===== src/rtl/battlefront_calc.sv =====
// battlefront_calc
//
// Purpose: runs one battle round for each rising edge of the game tick.
// A round scans four player-unit slots and four enemy slots to find each
// side's front position and target slot, then strobes moveSCEN. After
// one settle cycle it sums the damage of every alive unit and every alive
// enemy. Each sum goes to the opposing front slot, and damageSCEN is
// strobed.
//
// Ports:
//   clk            system clock, rising edge
//   reset          synchronous, active-low reset
//   gameClk        game tick level; each sampled 0->1 edge in IDLE starts a round
//   unitPos/Dmg/Type    4 player-unit slots (9-bit pos, 8-bit dmg, 2-bit type)
//   enemyPos/Dmg/Type   4 enemy slots, same packing
//   moveSCEN       one-cycle move strobe
//   damageSCEN     one-cycle damage-apply strobe
//   enemyFront     max position of alive enemies (0 if none)
//   unitFront      min position of alive units (511 if none)
//   unitDamageBus  per-slot damageIn for units, only the unitTarget slot non-zero
//   enemyDamageBus per-slot damageIn for enemies, only the enemyTarget slot non-zero
//   unitTarget     slot index of the front alive unit
//   enemyTarget    slot index of the front alive enemy
//   busy           high whenever a round is in progress
//
// Configuration macro: BATTLEFRONT_SATURATE_EN
//   defined   -> damage sums saturate at 255
//   undefined -> damage sums wrap modulo 256

module battlefront_calc (
  input  logic        clk,
  input  logic        reset,
  input  logic        gameClk,
  input  logic [35:0] unitPos,
  input  logic [31:0] unitDmg,
  input  logic [7:0]  unitType,
  input  logic [35:0] enemyPos,
  input  logic [31:0] enemyDmg,
  input  logic [7:0]  enemyType,
  output logic        moveSCEN,
  output logic        damageSCEN,
  output logic [8:0]  enemyFront,
  output logic [8:0]  unitFront,
  output logic [31:0] unitDamageBus,
  output logic [31:0] enemyDamageBus,
  output logic [1:0]  unitTarget,
  output logic [1:0]  enemyTarget,
  output logic        busy
);

  typedef enum logic [2:0] {
    IDLE,
    SCAN,
    MOVE,
    SETTLE,
    SUM,
    DAMAGE
  } state_t;

  state_t      state_q, state_d;
  logic [1:0]  idx_q, idx_d;
  logic        gclk_q;

  // scan accumulators
  logic        u_found_q, u_found_d;
  logic [8:0]  u_min_q, u_min_d;
  logic [1:0]  u_tgt_q, u_tgt_d;
  logic        e_found_q, e_found_d;
  logic [8:0]  e_max_q, e_max_d;
  logic [1:0]  e_tgt_q, e_tgt_d;

  // damage sums
  logic [7:0]  u_sum_q, u_sum_d;
  logic [7:0]  e_sum_q, e_sum_d;

  // registered outputs
  logic        move_scen_q, move_scen_d;
  logic        damage_scen_q, damage_scen_d;
  logic        busy_q, busy_d;
  logic [8:0]  unit_front_q, unit_front_d;
  logic [8:0]  enemy_front_q, enemy_front_d;
  logic [1:0]  unit_target_q, unit_target_d;
  logic [1:0]  enemy_target_q, enemy_target_d;
  logic        unit_any_q, unit_any_d;
  logic        enemy_any_q, enemy_any_d;
  logic [31:0] unit_bus_q, unit_bus_d;
  logic [31:0] enemy_bus_q, enemy_bus_d;

  // current slot, shared by SCAN and SUM
  logic [8:0]  u_pos_s, e_pos_s;
  logic [7:0]  u_dmg_s, e_dmg_s;
  logic        u_alive_s, e_alive_s;
  logic        tick;

  assign u_pos_s   = unitPos[9*idx_q +: 9];
  assign e_pos_s   = enemyPos[9*idx_q +: 9];
  assign u_dmg_s   = unitDmg[8*idx_q +: 8];
  assign e_dmg_s   = enemyDmg[8*idx_q +: 8];
  assign u_alive_s = |unitType[2*idx_q +: 2];
  assign e_alive_s = |enemyType[2*idx_q +: 2];

  // Ticks only count in IDLE; a rise during a round is simply lost.
  assign tick = (state_q == IDLE) && !gclk_q && gameClk;

  function automatic logic [7:0] add_dmg(input logic [7:0] a, input logic [7:0] b);
    logic [8:0] s;
    s = {1'b0, a} + {1'b0, b};
`ifdef BATTLEFRONT_SATURATE_EN
    return s[8] ? 8'hFF : s[7:0];
`else
    return s[7:0];
`endif
  endfunction

  // Next-state and datapath. Fronts/targets are captured on the SCAN->MOVE
  // edge using the _d values so slot 3 is included. Strict compares keep the
  // lowest slot on ties because slots are visited in ascending order.
  always_comb begin
    state_d        = state_q;
    idx_d          = idx_q;
    u_found_d      = u_found_q;
    u_min_d        = u_min_q;
    u_tgt_d        = u_tgt_q;
    e_found_d      = e_found_q;
    e_max_d        = e_max_q;
    e_tgt_d        = e_tgt_q;
    u_sum_d        = u_sum_q;
    e_sum_d        = e_sum_q;
    move_scen_d    = 1'b0;
    damage_scen_d  = 1'b0;
    unit_front_d   = unit_front_q;
    enemy_front_d  = enemy_front_q;
    unit_target_d  = unit_target_q;
    enemy_target_d = enemy_target_q;
    unit_any_d     = unit_any_q;
    enemy_any_d    = enemy_any_q;
    unit_bus_d     = unit_bus_q;
    enemy_bus_d    = enemy_bus_q;

    case (state_q)
      IDLE: begin
        if (tick) begin
          state_d   = SCAN;
          idx_d     = 2'd0;
          u_found_d = 1'b0;
          u_min_d   = 9'd511;
          u_tgt_d   = 2'd0;
          e_found_d = 1'b0;
          e_max_d   = 9'd0;
          e_tgt_d   = 2'd0;
        end
      end
      SCAN: begin
        if (u_alive_s && (!u_found_q || (u_pos_s < u_min_q))) begin
          u_found_d = 1'b1;
          u_min_d   = u_pos_s;
          u_tgt_d   = idx_q;
        end
        if (e_alive_s && (!e_found_q || (e_pos_s > e_max_q))) begin
          e_found_d = 1'b1;
          e_max_d   = e_pos_s;
          e_tgt_d   = idx_q;
        end
        idx_d = 2'(idx_q + 2'd1);
        if (idx_q == 2'd3) begin
          state_d        = MOVE;
          move_scen_d    = 1'b1;
          unit_front_d   = u_min_d;
          enemy_front_d  = e_max_d;
          unit_target_d  = u_tgt_d;
          enemy_target_d = e_tgt_d;
          unit_any_d     = u_found_d;
          enemy_any_d    = e_found_d;
        end
      end
      MOVE: begin
        state_d = SETTLE;
      end
      SETTLE: begin
        // Units latch their post-move damageOut here; the previous
        // round's buses are dropped as summing starts.
        state_d     = SUM;
        idx_d       = 2'd0;
        u_sum_d     = 8'd0;
        e_sum_d     = 8'd0;
        unit_bus_d  = 32'd0;
        enemy_bus_d = 32'd0;
      end
      SUM: begin
        if (u_alive_s) u_sum_d = add_dmg(u_sum_q, u_dmg_s);
        if (e_alive_s) e_sum_d = add_dmg(e_sum_q, e_dmg_s);
        idx_d = 2'(idx_q + 2'd1);
        if (idx_q == 2'd3) begin
          state_d       = DAMAGE;
          damage_scen_d = 1'b1;
          unit_bus_d    = 32'd0;
          enemy_bus_d   = 32'd0;
          if (unit_any_q)  unit_bus_d[8*unit_target_q +: 8]   = e_sum_d;
          if (enemy_any_q) enemy_bus_d[8*enemy_target_q +: 8] = u_sum_d;
        end
      end
      DAMAGE: begin
        state_d = IDLE;
      end
      default: begin
        state_d = IDLE;
      end
    endcase

    busy_d = (state_d != IDLE);
  end

  // State register. gclk_q keeps tracking gameClk through reset so a level
  // already high at release is not mistaken for a new tick.
  always_ff @(posedge clk) begin
    gclk_q <= gameClk;
    if (!reset) begin
      state_q        <= IDLE;
      idx_q          <= 2'd0;
      u_found_q      <= 1'b0;
      u_min_q        <= 9'd511;
      u_tgt_q        <= 2'd0;
      e_found_q      <= 1'b0;
      e_max_q        <= 9'd0;
      e_tgt_q        <= 2'd0;
      u_sum_q        <= 8'd0;
      e_sum_q        <= 8'd0;
      move_scen_q    <= 1'b0;
      damage_scen_q  <= 1'b0;
      busy_q         <= 1'b0;
      unit_front_q   <= 9'd511;
      enemy_front_q  <= 9'd0;
      unit_target_q  <= 2'd0;
      enemy_target_q <= 2'd0;
      unit_any_q     <= 1'b0;
      enemy_any_q    <= 1'b0;
      unit_bus_q     <= 32'd0;
      enemy_bus_q    <= 32'd0;
    end else begin
      state_q        <= state_d;
      idx_q          <= idx_d;
      u_found_q      <= u_found_d;
      u_min_q        <= u_min_d;
      u_tgt_q        <= u_tgt_d;
      e_found_q      <= e_found_d;
      e_max_q        <= e_max_d;
      e_tgt_q        <= e_tgt_d;
      u_sum_q        <= u_sum_d;
      e_sum_q        <= e_sum_d;
      move_scen_q    <= move_scen_d;
      damage_scen_q  <= damage_scen_d;
      busy_q         <= busy_d;
      unit_front_q   <= unit_front_d;
      enemy_front_q  <= enemy_front_d;
      unit_target_q  <= unit_target_d;
      enemy_target_q <= enemy_target_d;
      unit_any_q     <= unit_any_d;
      enemy_any_q    <= enemy_any_d;
      unit_bus_q     <= unit_bus_d;
      enemy_bus_q    <= enemy_bus_d;
    end
  end

  assign moveSCEN       = move_scen_q;
  assign damageSCEN     = damage_scen_q;
  assign busy           = busy_q;
  assign unitFront      = unit_front_q;
  assign enemyFront     = enemy_front_q;
  assign unitTarget     = unit_target_q;
  assign enemyTarget    = enemy_target_q;
  assign unitDamageBus  = unit_bus_q;
  assign enemyDamageBus = enemy_bus_q;

endmodule


===== config.mk =====
export PLATFORM = sky130hd
export DESIGN_NAME = battlefront_calc
export DESIGN_NICKNAME = d
export VERILOG_FILES = /design/src/rtl/battlefront_calc.sv
export SDC_FILE = /design/constraint.sdc
export NUM_CORES = 1
export LEC_CHECK = 0
export CORE_AREA = 2 2 98 195
export CTS_CLUSTER_SIZE = 30
export DETAILED_ROUTE_END_ITERATION = 10
export DIE_AREA = 0 0 100 197
export PLACE_DENSITY = 0.75
export SYNTH_ARGS = -nofsm -noshare
export SYNTH_HDL_FRONTEND = slang
export SYNTH_SLANG_ARGS = --single-unit

===== constraint.sdc =====
create_clock -name clk -period 3.5 [get_ports clk]
set_input_delay 1.05 -clock clk [delete_from_list [all_inputs] [get_ports clk]]
set_output_delay 1.05 -clock clk [all_outputs]
set_load 0.1 [all_outputs]

==> impl_metrics.csv <==
group,metric,value,unit
timing,tightest_slew,0.650,ns
grt,grt_max_degree,40,
placement,placed_cells,1302,
grt,grt_pass1_vias,7348,
pwr,power_density,395,nW/um2
setup_path,crit_start,"unitDmg[18]",
logic_synthesis,ys_types,67,
placement,port_buffers,243,
logic_synthesis,synth_top_cell_area_share,36.5,%
timing,fin_crit_sh,96.9,%
floorplanning,fp.coreArea,18200,um2
placement,finalWeightedCongestion,0.863,
timing,hold_slack,0.451,ns
detailed_routing,wl_met1,7.99,mm
layout,final_nets,1304,
setup_path,ff2ff_path_depth,9,
timing,fmax,295,MHz
setup_path,worst_ep_required_time,3.81,ns
run_status,status,"complete, no violations",
setup_path,critPathKind,"in2reg",
pwr,power,4.36,mW
worst_hold_path,hold_path.class,"reg2reg",
logic_synthesis,avgSynthCellArea,9.18,um2
setup_path,r2r_end,"e_tgt_q[0]",
logic_synthesis,synthCells,818,
detailed_routing,met3WireLength,768,um
floorplanning,ios,244,
floorplanning,rows,70,
grt,gr-usage-all-layers,23.7,%
setup_path,crit_family,"compound AO/OA/AOI/OAI gates",
logic_synthesis,synth_nets,1017,
grt,antenna_found_initial,0,
setup_path,cp-start-kind,"input port",
pwr,combPwrFrac,19.5,%
clocking,clockBufferDepth,2,
placement,place_hpwl,18.2,mm
pwr,seqPwrFrac,36.6,%
clocking,htreeDepth,4,
timing,layout_min_cycle_time,3.39,ns
detailed_routing,vias_per_cell,5.47,
detailed_routing,drtIter0Drc,294,
clocking,cts_tree,"yes",
grt,grt_pass1_wl,36.2,mm
layout,fill_cells,1550,
logic_synthesis,ys_ff_latch,137,
floorplanning,start_util,41.2,%
detailed_routing,remaining_drc_errors,0,
layout,synthToLayoutAreaGrowth,46.9,%
detailed_routing,met2WireLength,13.4,mm
layout,fin_util,60.6,%
logic_synthesis,yosysTopAreaCell,"dfxtp_1",
detailed_routing,antenna_left,0,
logic_synthesis,synth_ff_type,"dfxtp_1",
job,drv_cap,0,
floorplanning,fp.dieH,197,um
layout,seq_area,2750,um2
pwr,peakVddDrop,0.256,mV
setup_path,crit_slowest_cell,"mux4_2",
layout,antenna_cells,0,
pwr,power.share.clock,43.9,%
setup_path,r2r_setup_slack,0.35,ns
logic_synthesis,synth-edff-count,0,
timing,maxSlewHeadroom,56.7,%
setup_path,worst_setup_path_end_kind,"register",
timing,setup-tns-final,0,ns
clocking,ctsHoldBuffers,0,
floorplanning,die-area,19700,um2
detailed_routing,via_count,7288,
clocking,cts_sinks,137,
timing,setup_viol,0,
timing,finClkSkew,0.0104,ns
clocking,cts_inserted_buffers,17,
timing,rsz0062_at_grt,"false",
setup_path,cp-endpoint,"enemyDamageBus[15]",
layout,multi_input_area,4460,um2
setup_path,crit_cells,10,
setup_path,worstPathArrival,3.71,ns
timing,slew_viol_final,0,
clocking,clock-root-buffer,"clkbuf_16",
pwr,p_sw_share,24.9,%
setup_path,worstPathBufferInverterCount,2,
clocking,cts_setup_buffers,0,
grt,grt-ovfl-total,0,
logic_synthesis,synth_area,7510,um2
detailed_routing,drt-total-wl,23.2,mm
setup_path,critPathMaxFanout,10,
clocking,cts.clk_slew.worst_paths,0.06,ns
detailed_routing,drtPass1Iterations,5,
setup_path,crit_chain,"clkdlybuf4s50_1, mux4_2, ha_1, o21ai_0, o21bai_1, o22ai_1, mux2i_2, buf_4, nor3_1, a311o_1",
timing,hold_viol_final,0,
logic_synthesis,async_reset_ff_share,0,%
logic_synthesis,ys_warn_count,0,
setup_path,slowest_delay,0.49,ns
logic_synthesis,yosysMostFrequentCell,"dfxtp_1",
logic_synthesis,synth.top_cells.by_area,"dfxtp_1, mux4_2, ha_1",
floorplanning,fp.dieW,100,um
logic_synthesis,synth_common_cells,"dfxtp_1, nor2_1, nand2_1, o21ai_0, a21oi_1",
detailed_routing,highest-signal-layer,"met4",
pwr,p_leak,4.55,nW
setup_path,timing.rr.start,"idx_q[0]",
layout,layout-drive-gt1-share,23.2,%
clocking,clk_latency,0.43,ns
pwr,internal_power,3.27,mW
layout,fin_cells,1332,
detailed_routing,wl_per_cell,17.4,um
logic_synthesis,ys_seq_area_share,36.5,%
pwr,p_sw,1.09,mW
[what timing repair did]
action / 4_1_cts / 5_1_grt
resized for setup: 1 / 13
pin swaps: 1 / 4
endpoints found under the hold margin: 0 / 0
endpoints found under the setup margin: 1 / 37
[power groups by stage]
stage	Sequential [mW]	Combinational [mW]	Clock [mW]
floorplan	1.63	0.433	0
global placement	1.63	0.826	0
detailed placement	1.63	0.843	0
CTS	1.60	0.847	1.93
global route	1.60	0.925	1.99
finish	1.60	0.852	1.91
[cell families after synthesis]
logic type	share of synthesized area, %
simple gates	16.7
buf+inv	4.71
xor+xnor	0.933
fa+ha+maj	7.53
flops	36.5
compound gates	19.8
mux	13.8
[flip-flops by register name, summed over array words and instances (netlist names), 3 cells and up]
| signal | flops |
|---|---|
| enemyDamageBus | 32 |
| unitDamageBus | 32 |
| e_max_q | 9 |
| enemyFront | 9 |
| u_min_q | 9 |
| unitFront | 9 |
| e_sum_q | 8 |
| u_sum_q | 8 |
| state_q | 3 |
[per-stage QoR]
stage          area (um2)  setup slack [ns]
3_3_place_gp        10400            -0.316
4_1_cts             11000            0.0204
5_1_grt             11000           0.00263
2_1_floorplan        7510             0.137
3_5_place_dp        10400            -0.392
6_report            11000             0.109
[worst reg2reg max path: stages, from the launching register on]
cell	delay, ns
dfxtp_2	0.51
buf_4	0.30
mux4_2	0.57
ha_1	0.33
nand4_1	0.09
or4_1	0.52
nand2_1	0.14
a211oi_4	0.06
and2_2	0.28
a22o_1	0.25
[per-layer routing]
metal  track usage, %  vias up
li1                 -     3563
met1             23.2     3457
met2             46.2      207
met3             3.33       61
met4             12.8        0
met5                0        -
[how the worst min path moves through the flow]
stage | startpoint | end | slack, ns | cells past startpoint
2_1_floorplan | u_tgt_q[0] | u_tgt_q[0] | 0.44 | 2
3_3_place_gp | unitDamageBus[5] | unitDamageBus[5] | 0.44 | 2
3_5_place_dp | enemyDamageBus[0] | enemyDamageBus[0] | 0.45 | 2
4_1_cts | enemyDamageBus[0] | enemyDamageBus[0] | 0.46 | 2
5_1_grt | u_min_q[0] | u_min_q[0] | 0.48 | 1
6_report | enemyDamageBus[0] | enemyDamageBus[0] | 0.45 | 2
[cells in the final DEF (no fill, tap or decap), drive strengths merged, types with 4 or more instances in the layout]
master           n
o22ai            6
nand2b           7
buf            165
a21oi           47
ha              42
dfxtp          137
clkbuf          19
o22a            11
nor3            15
a211oi          19
o2bb2a           7
nand2           76
bufinv           4
nand3           14
xnor2            5
o221ai           5
mux2i           20
nor3b            8
and3             4
a31oi           12
nor2            89
o21ai           68
a311o            4
a21o             7
inv             32
a211o            4
or2              4
clkinvlp         4
nand4            6
mux4            36
clkdlybuf4s50  153
a22o            11
or3              4
and2            18
nor2b            8
[cell type report]
class,instances,share of cell area (%)
clock buffers,19,4.10
multi-input cells,599,40.4
inverters,32,1.09
clock inverters,11,1.56
repair buffers,318,25.5
well taps,216,2.45
flip-flops and latches,137,24.9
Note: power is estimated with default switching activity, not from simulation.
